File: src/rtl/rr_arbiter_n.sv
// rr_arbiter_n: round-robin arbiter for N requesters.
// Grants are registered and handed over without a dead cycle when the
// owner releases. The most recent winner always drops to lowest priority.
// An optional hold limit (MAX_HOLD > 0) forces rotation away from an owner
// that keeps requesting while someone else is waiting.

module rr_arbiter_n #(
   parameter int N        = 4,
   parameter int MAX_HOLD = 0,
   parameter int IDW      = $clog2(N)
) (
   input  logic           clk,
   input  logic           rst,
   input  logic [N-1:0]   req,
   output logic [N-1:0]   gnt,
   output logic           gnt_valid,
   output logic [IDW-1:0] gnt_id,
   output logic           expired
);

   // Reject parameter values the scan and index widths were not built for.
   generate
      if (N < 2 || N > 32) begin : g_bad_n
         $error("rr_arbiter_n: N must be in 2..32");
      end
      if (MAX_HOLD < 0) begin : g_bad_hold
         $error("rr_arbiter_n: MAX_HOLD must not be negative");
      end
   endgenerate

   // Most recent winner; it is scanned last so it has lowest priority.
   logic [IDW-1:0] last;

   logic [IDW-1:0] winner;
   logic           found;
   logic [N-1:0]   winner_onehot;

   logic any_req;
   logic owner_req;
   logic others_req;
   logic at_limit;
   logic expire_now;
   logic take_new;
   logic go_idle;

   // Rotating priority scan: start just after last and wrap round so that
   // last itself is checked at the very end (a sole requester can win again).
   always_comb begin
      winner = '0;
      found  = 1'b0;
      for (int i = 1; i <= N; i++) begin
         if (!found && req[(int'(last) + i) % N]) begin
            found  = 1'b1;
            winner = IDW'((int'(last) + i) % N);
         end
      end
   end

   // Decode the winner index into the one-hot grant pattern.
   always_comb begin
      winner_onehot = '0;
      winner_onehot[winner] = 1'b1;
   end

   // Grant decision: keep, hand over (release or hold-limit), or go idle.
   // When the owner is still requesting and at the limit, the scan cannot
   // pick the owner because the owner is last and others are requesting.
   always_comb begin
      any_req    = |req;
      owner_req  = gnt_valid & req[gnt_id];
      others_req = |(req & ~gnt);
      expire_now = at_limit & owner_req & others_req;
      take_new   = (~owner_req & any_req) | expire_now;
      go_idle    = ~owner_req & ~any_req;
   end

   // Hold counter only exists when a hold limit is configured. It counts the
   // cycles the current owner has had the grant and saturates at the limit,
   // so a sole requester stays at the limit until someone else shows up.
   generate
      if (MAX_HOLD > 0) begin : g_hold
         localparam int HCW = $clog2(MAX_HOLD + 1);
         logic [HCW-1:0] hold_cnt;

         // Track how long the current owner has held the grant.
         always_ff @(posedge clk) begin
            if (rst) begin
               hold_cnt <= '0;
            end else if (take_new) begin
               hold_cnt <= HCW'(1);
            end else if (go_idle) begin
               hold_cnt <= '0;
            end else if (owner_req && (hold_cnt != HCW'(MAX_HOLD))) begin
               hold_cnt <= hold_cnt + HCW'(1);
            end
         end

         assign at_limit = (hold_cnt == HCW'(MAX_HOLD));
      end else begin : g_no_hold
         assign at_limit = 1'b0;
      end
   endgenerate

   // Registered grant state; last moves only when a new grant is issued,
   // and reset points it at N-1 so requester 0 is first in line.
   always_ff @(posedge clk) begin
      if (rst) begin
         gnt       <= '0;
         gnt_valid <= 1'b0;
         gnt_id    <= '0;
         expired   <= 1'b0;
         last      <= IDW'(N - 1);
      end else begin
         expired <= expire_now;
         if (take_new) begin
            gnt       <= winner_onehot;
            gnt_valid <= 1'b1;
            gnt_id    <= winner;
            last      <= winner;
         end else if (go_idle) begin
            gnt       <= '0;
            gnt_valid <= 1'b0;
            gnt_id    <= '0;
         end
      end
   end

endmodule

File: config.mk
export PLATFORM = sky130hd
export DESIGN_NAME = rr_arbiter_n
export DESIGN_NICKNAME = d
export VERILOG_FILES = /design/src/rtl/rr_arbiter_n.sv
export SDC_FILE = /design/constraint.sdc
export NUM_CORES = 1
export LEC_CHECK = 0
export ABC_AREA = 1
export ABC_CLOCK_PERIOD_IN_PS = 1900
export BUFFER_PORTS_ARGS = -buffer_cell sky130_fd_sc_hd__buf_2
export CORE_MARGIN = 3
export CORE_UTILIZATION = 45
export CTS_CLUSTER_SIZE = 14
export DETAILED_ROUTE_END_ITERATION = 10
export MAX_ROUTING_LAYER = met4
export PLACE_DENSITY = 0.67
export RECOVER_POWER = 50
export SLEW_MARGIN = 20
export SYNTH_ARGS = -nofsm -noshare
export SYNTH_HDL_FRONTEND = slang
export SYNTH_SLANG_ARGS = --single-unit
File: constraint.sdc
create_clock -name clk -period 1.9 [get_ports clk]
set_input_delay 0.19 -clock clk [delete_from_list [all_inputs] [get_ports clk]]
set_output_delay 0.19 -clock clk [all_outputs]
set_load 0.02 [all_outputs]
==> impl_metrics.env <==
export IMPL_drc=0
export IMPL_clk_insertion_delay_late_ns=0.26
export IMPL_diodes=0
export IMPL_r2r_setup_slack_ns=0.24
export IMPL_fmax_ghz=0.603
export IMPL_final_area_sq_um=782
export IMPL_place_congestion=0.816
export IMPL_synth_top_area_cell="dfxtp_1"
export IMPL_timing_final_ws_setup_ns=0.242
export IMPL_synth_top_cell_area_share_pct=25.8
export IMPL_port_buffers=12
export IMPL_clock_sinks=9
export IMPL_grt_remaining_overflow=0
export IMPL_final_max_slew_violation_count=0
export IMPL_max_stage_delay_ns=0.47
export IMPL_pre_cts_ws_ns=0.267
export IMPL_switchingPower_uw=905
export IMPL_post_cts_resized=0
export IMPL_die_h_microns=45.4
export IMPL_placed_area_sq_um=766
export IMPL_syn2layout_area_growth_pct=12.0
export IMPL_crit_buf_inv=1
export IMPL_die_area_sq_um=2060
export IMPL_grt_max_degree=10
export IMPL_io_pins=14
export IMPL_numCtsBuffers=3
export IMPL_p_comb_share_pct=68.6
export IMPL_setup_violations_final=0
export IMPL_dp_cells=141
export IMPL_wl_per_cell_microns=10.5
export IMPL_worst_path_max_delay_cell="dfxtp_1"
export IMPL_ys_top_cells_by_area="dfxtp_1 26%, nand2_1 23%, nand3_1 7.2%"
export IMPL_crit_top_cell="nand2_1"
export IMPL_p_clk_share_pct=9.1
export IMPL_whs_ns=0.184
export IMPL_avgViaCountPerCell=4.97
export IMPL_hold_viol_final=0
export IMPL_fin_nets=137
export IMPL_cts_path_max_buffers=2
export IMPL_seqPwrFrac_pct=22.2
export IMPL_coreArea_sq_um=1380
export IMPL_syn_num_nets=122
export IMPL_grtUsageTotal_pct=18.0
export IMPL_drt_wl_total_mm=1.53
export IMPL_layout_cells_non_filler=145
export IMPL_cts_htree_levels=1
export IMPL_netlist_instances=116
export IMPL_cp_data_required_time_ns=2.04
export IMPL_cts_hold_buf=0
export IMPL_die_w_microns=45.4
export IMPL_swShare_pct=55.1
export IMPL_core_rowCount=13
export IMPL_p_leak_nw=0.415
export IMPL_antenna_found_initial=0
export IMPL_worstPathCellList="inv_2 -> nand2_1 -> nand2_1 -> nand2_2 -> nand2_4 -> nor2_4 -> nand2_1 -> nand2_1 -> nand3_2 -> nand2_1 -> o211ai_1"
export IMPL_yosys_warnings=0
export IMPL_synth_distinct_cells=21
export IMPL_critPathMaxFanout=9
export IMPL_drtIter0Drc=18
export IMPL_fin_setup_tns_ns=0
export IMPL_fill_cells=158
export IMPL_cp_top_family="simple AND/OR/NAND/NOR gates"
export IMPL_initial_core_util_pct=50.5
export IMPL_rsz0062_at_grt="false"
export IMPL_outcome="complete, no violations"
export IMPL_post_cts_setup_buffer_count=0
export IMPL_synth_area_per_cell_sq_um=6.02
export IMPL_cp_arrival_ns=1.80
export IMPL_p_int_uw=738
export IMPL_drive_gt1_share_pct=18.5
export IMPL_hpwl_mm=1.20
export IMPL_cts_tree="done"
export IMPL_start_kind="flip-flop"
export IMPL_seq_area_frac_synth_pct=25.8
export IMPL_hold_path_class="input pin to flip-flop"
export IMPL_cap_violations=0
export IMPL_drt_pre_antenna_iters=4
export IMPL_root_buffer="clkbuf_4"
export IMPL_syn_area_sq_um=698
export IMPL_ys_ff_latch=9
export IMPL_path_clk_slew_ns=0.06
export IMPL_num_vias=721
export IMPL_p_per_area_nw_per_um2=2100
export IMPL_cp_end_kind="flip-flop"
export IMPL_ir_worst_vdd_v=0.000847
export IMPL_post_route_min_period_ns=1.66
export IMPL_worstSetupPathType="flip-flop to flip-flop"
export IMPL_grt_pass1_wl_mm=2.60
export IMPL_fin_crit_sh_pct=87.3
export IMPL_fin_skew_ns=0.000731
export IMPL_final_antenna_net_count=0
export IMPL_grt_pass1_vias=599
-- Yosys cell counts --
cell type and number:
o211ai_1 2, a21oi_2 1, nor2_1 11, a21oi_1 4, buf_1 1, nor2_2 1, conb_1 1, nand2_1 42
nand3_2 2, buf_4 2, nand2_2 6, dfxtp_1 9, o21ai_0 2, nand2_4 2, o21ai_1 2, inv_2 2
inv_1 12, nor2_4 1, nor2_8 1, nand3_1 10, nand4_1 2
-- registers in the layout, summed over array words and instances (netlist names) --
name	count
gnt_valid	1
gnt_id	2
gnt	4
last	2
-- layout make-up --
type | count | area, sq um | share of cell area, %
sequential | 9 | 180 | 23.0
clock buffer | 4 | 26.3 | 3.36
multi-input combinational | 90 | 447 | 57.1
inverter | 14 | 52.6 | 6.72
tap | 15 | 18.8 | 2.40
timing repair buffer | 13 | 57.6 | 7.36
-- power by group through the flow --
stage | clock network [mW] | logic [mW] | registers, mW
2_1_floorplan | 0 | 0.860 | 0.426
3_3_place_gp | 0 | 1.15 | 0.362
3_5_place_dp | 0 | 1.15 | 0.367
4_1_cts | 0.156 | 1.16 | 0.364
5_1_grt | 0.172 | 1.29 | 0.383
6_report | 0.150 | 1.13 | 0.365
-- cell families after synthesis --
family	Yosys count	share of synthesized area [%]
simple gates	78	54.3
flops	9	25.8
compound gates	11	9.14
other cells	1	0.537
buf+inv	17	10.2
-- layout by cell type, fill, tap and decap left out --
| master | n |
|---|---|
| a21oi_1 | 4 |
| a21oi_2 | 1 |
| buf_2 | 4 |
| buf_4 | 1 |
| clkbuf_1 | 9 |
| clkbuf_4 | 3 |
| conb_1 | 1 |
| dfxtp_1 | 9 |
| inv_1 | 12 |
| inv_2 | 2 |
| nand2_1 | 42 |
| nand2_2 | 6 |
| nand2_4 | 2 |
| nand3_1 | 10 |
| nand3_2 | 2 |
| nand4_1 | 2 |
| nor2_1 | 11 |
| nor2_2 | 1 |
| nor2_4 | 1 |
| nor2_8 | 1 |
| o211ai_1 | 2 |
| o21ai_0 | 2 |
| o21ai_1 | 2 |
-- worst reg2reg max path, stage by stage (launching register included) --
cell	delay [ns]
dfxtp_1	0.47
inv_2	0.14
nand2_1	0.08
nand2_1	0.11
nand2_2	0.13
nand2_4	0.07
nor2_4	0.08
nand2_1	0.06
nand2_1	0.08
nand3_2	0.11
nand2_1	0.12
o211ai_1	0.09
-- metrics by stage --
stage / util, % / total power, mW
after floorplan: - / 1.29
after global placement: 55.4 / 1.51
after detailed placement: 55.4 / 1.52
after CTS: 57.3 / 1.68
after global routing: 56.6 / 1.84
final: 56.6 / 1.64
-- path summary, 6_finish.rpt --
| check | from | endpoint | cells past startpoint |
|---|---|---|---|
| max | last[0] | last[1] | 11 |
| min | rst | gnt[2] | 2 |
| max reg2reg | last[0] | last[1] | 11 |
| min reg2reg | gnt[1] | gnt[1] | 2 |
-- routing by layer --
layer  part of all wire, %  vias up  track usage, %
li1                      -      391               -
met1                    52      313            26.1
met2                    43       17            23.4
met3                   5.0        0            7.11
met4                     0        0            3.51
met5                     0        -               -
(Power assumes the default switching activity.)
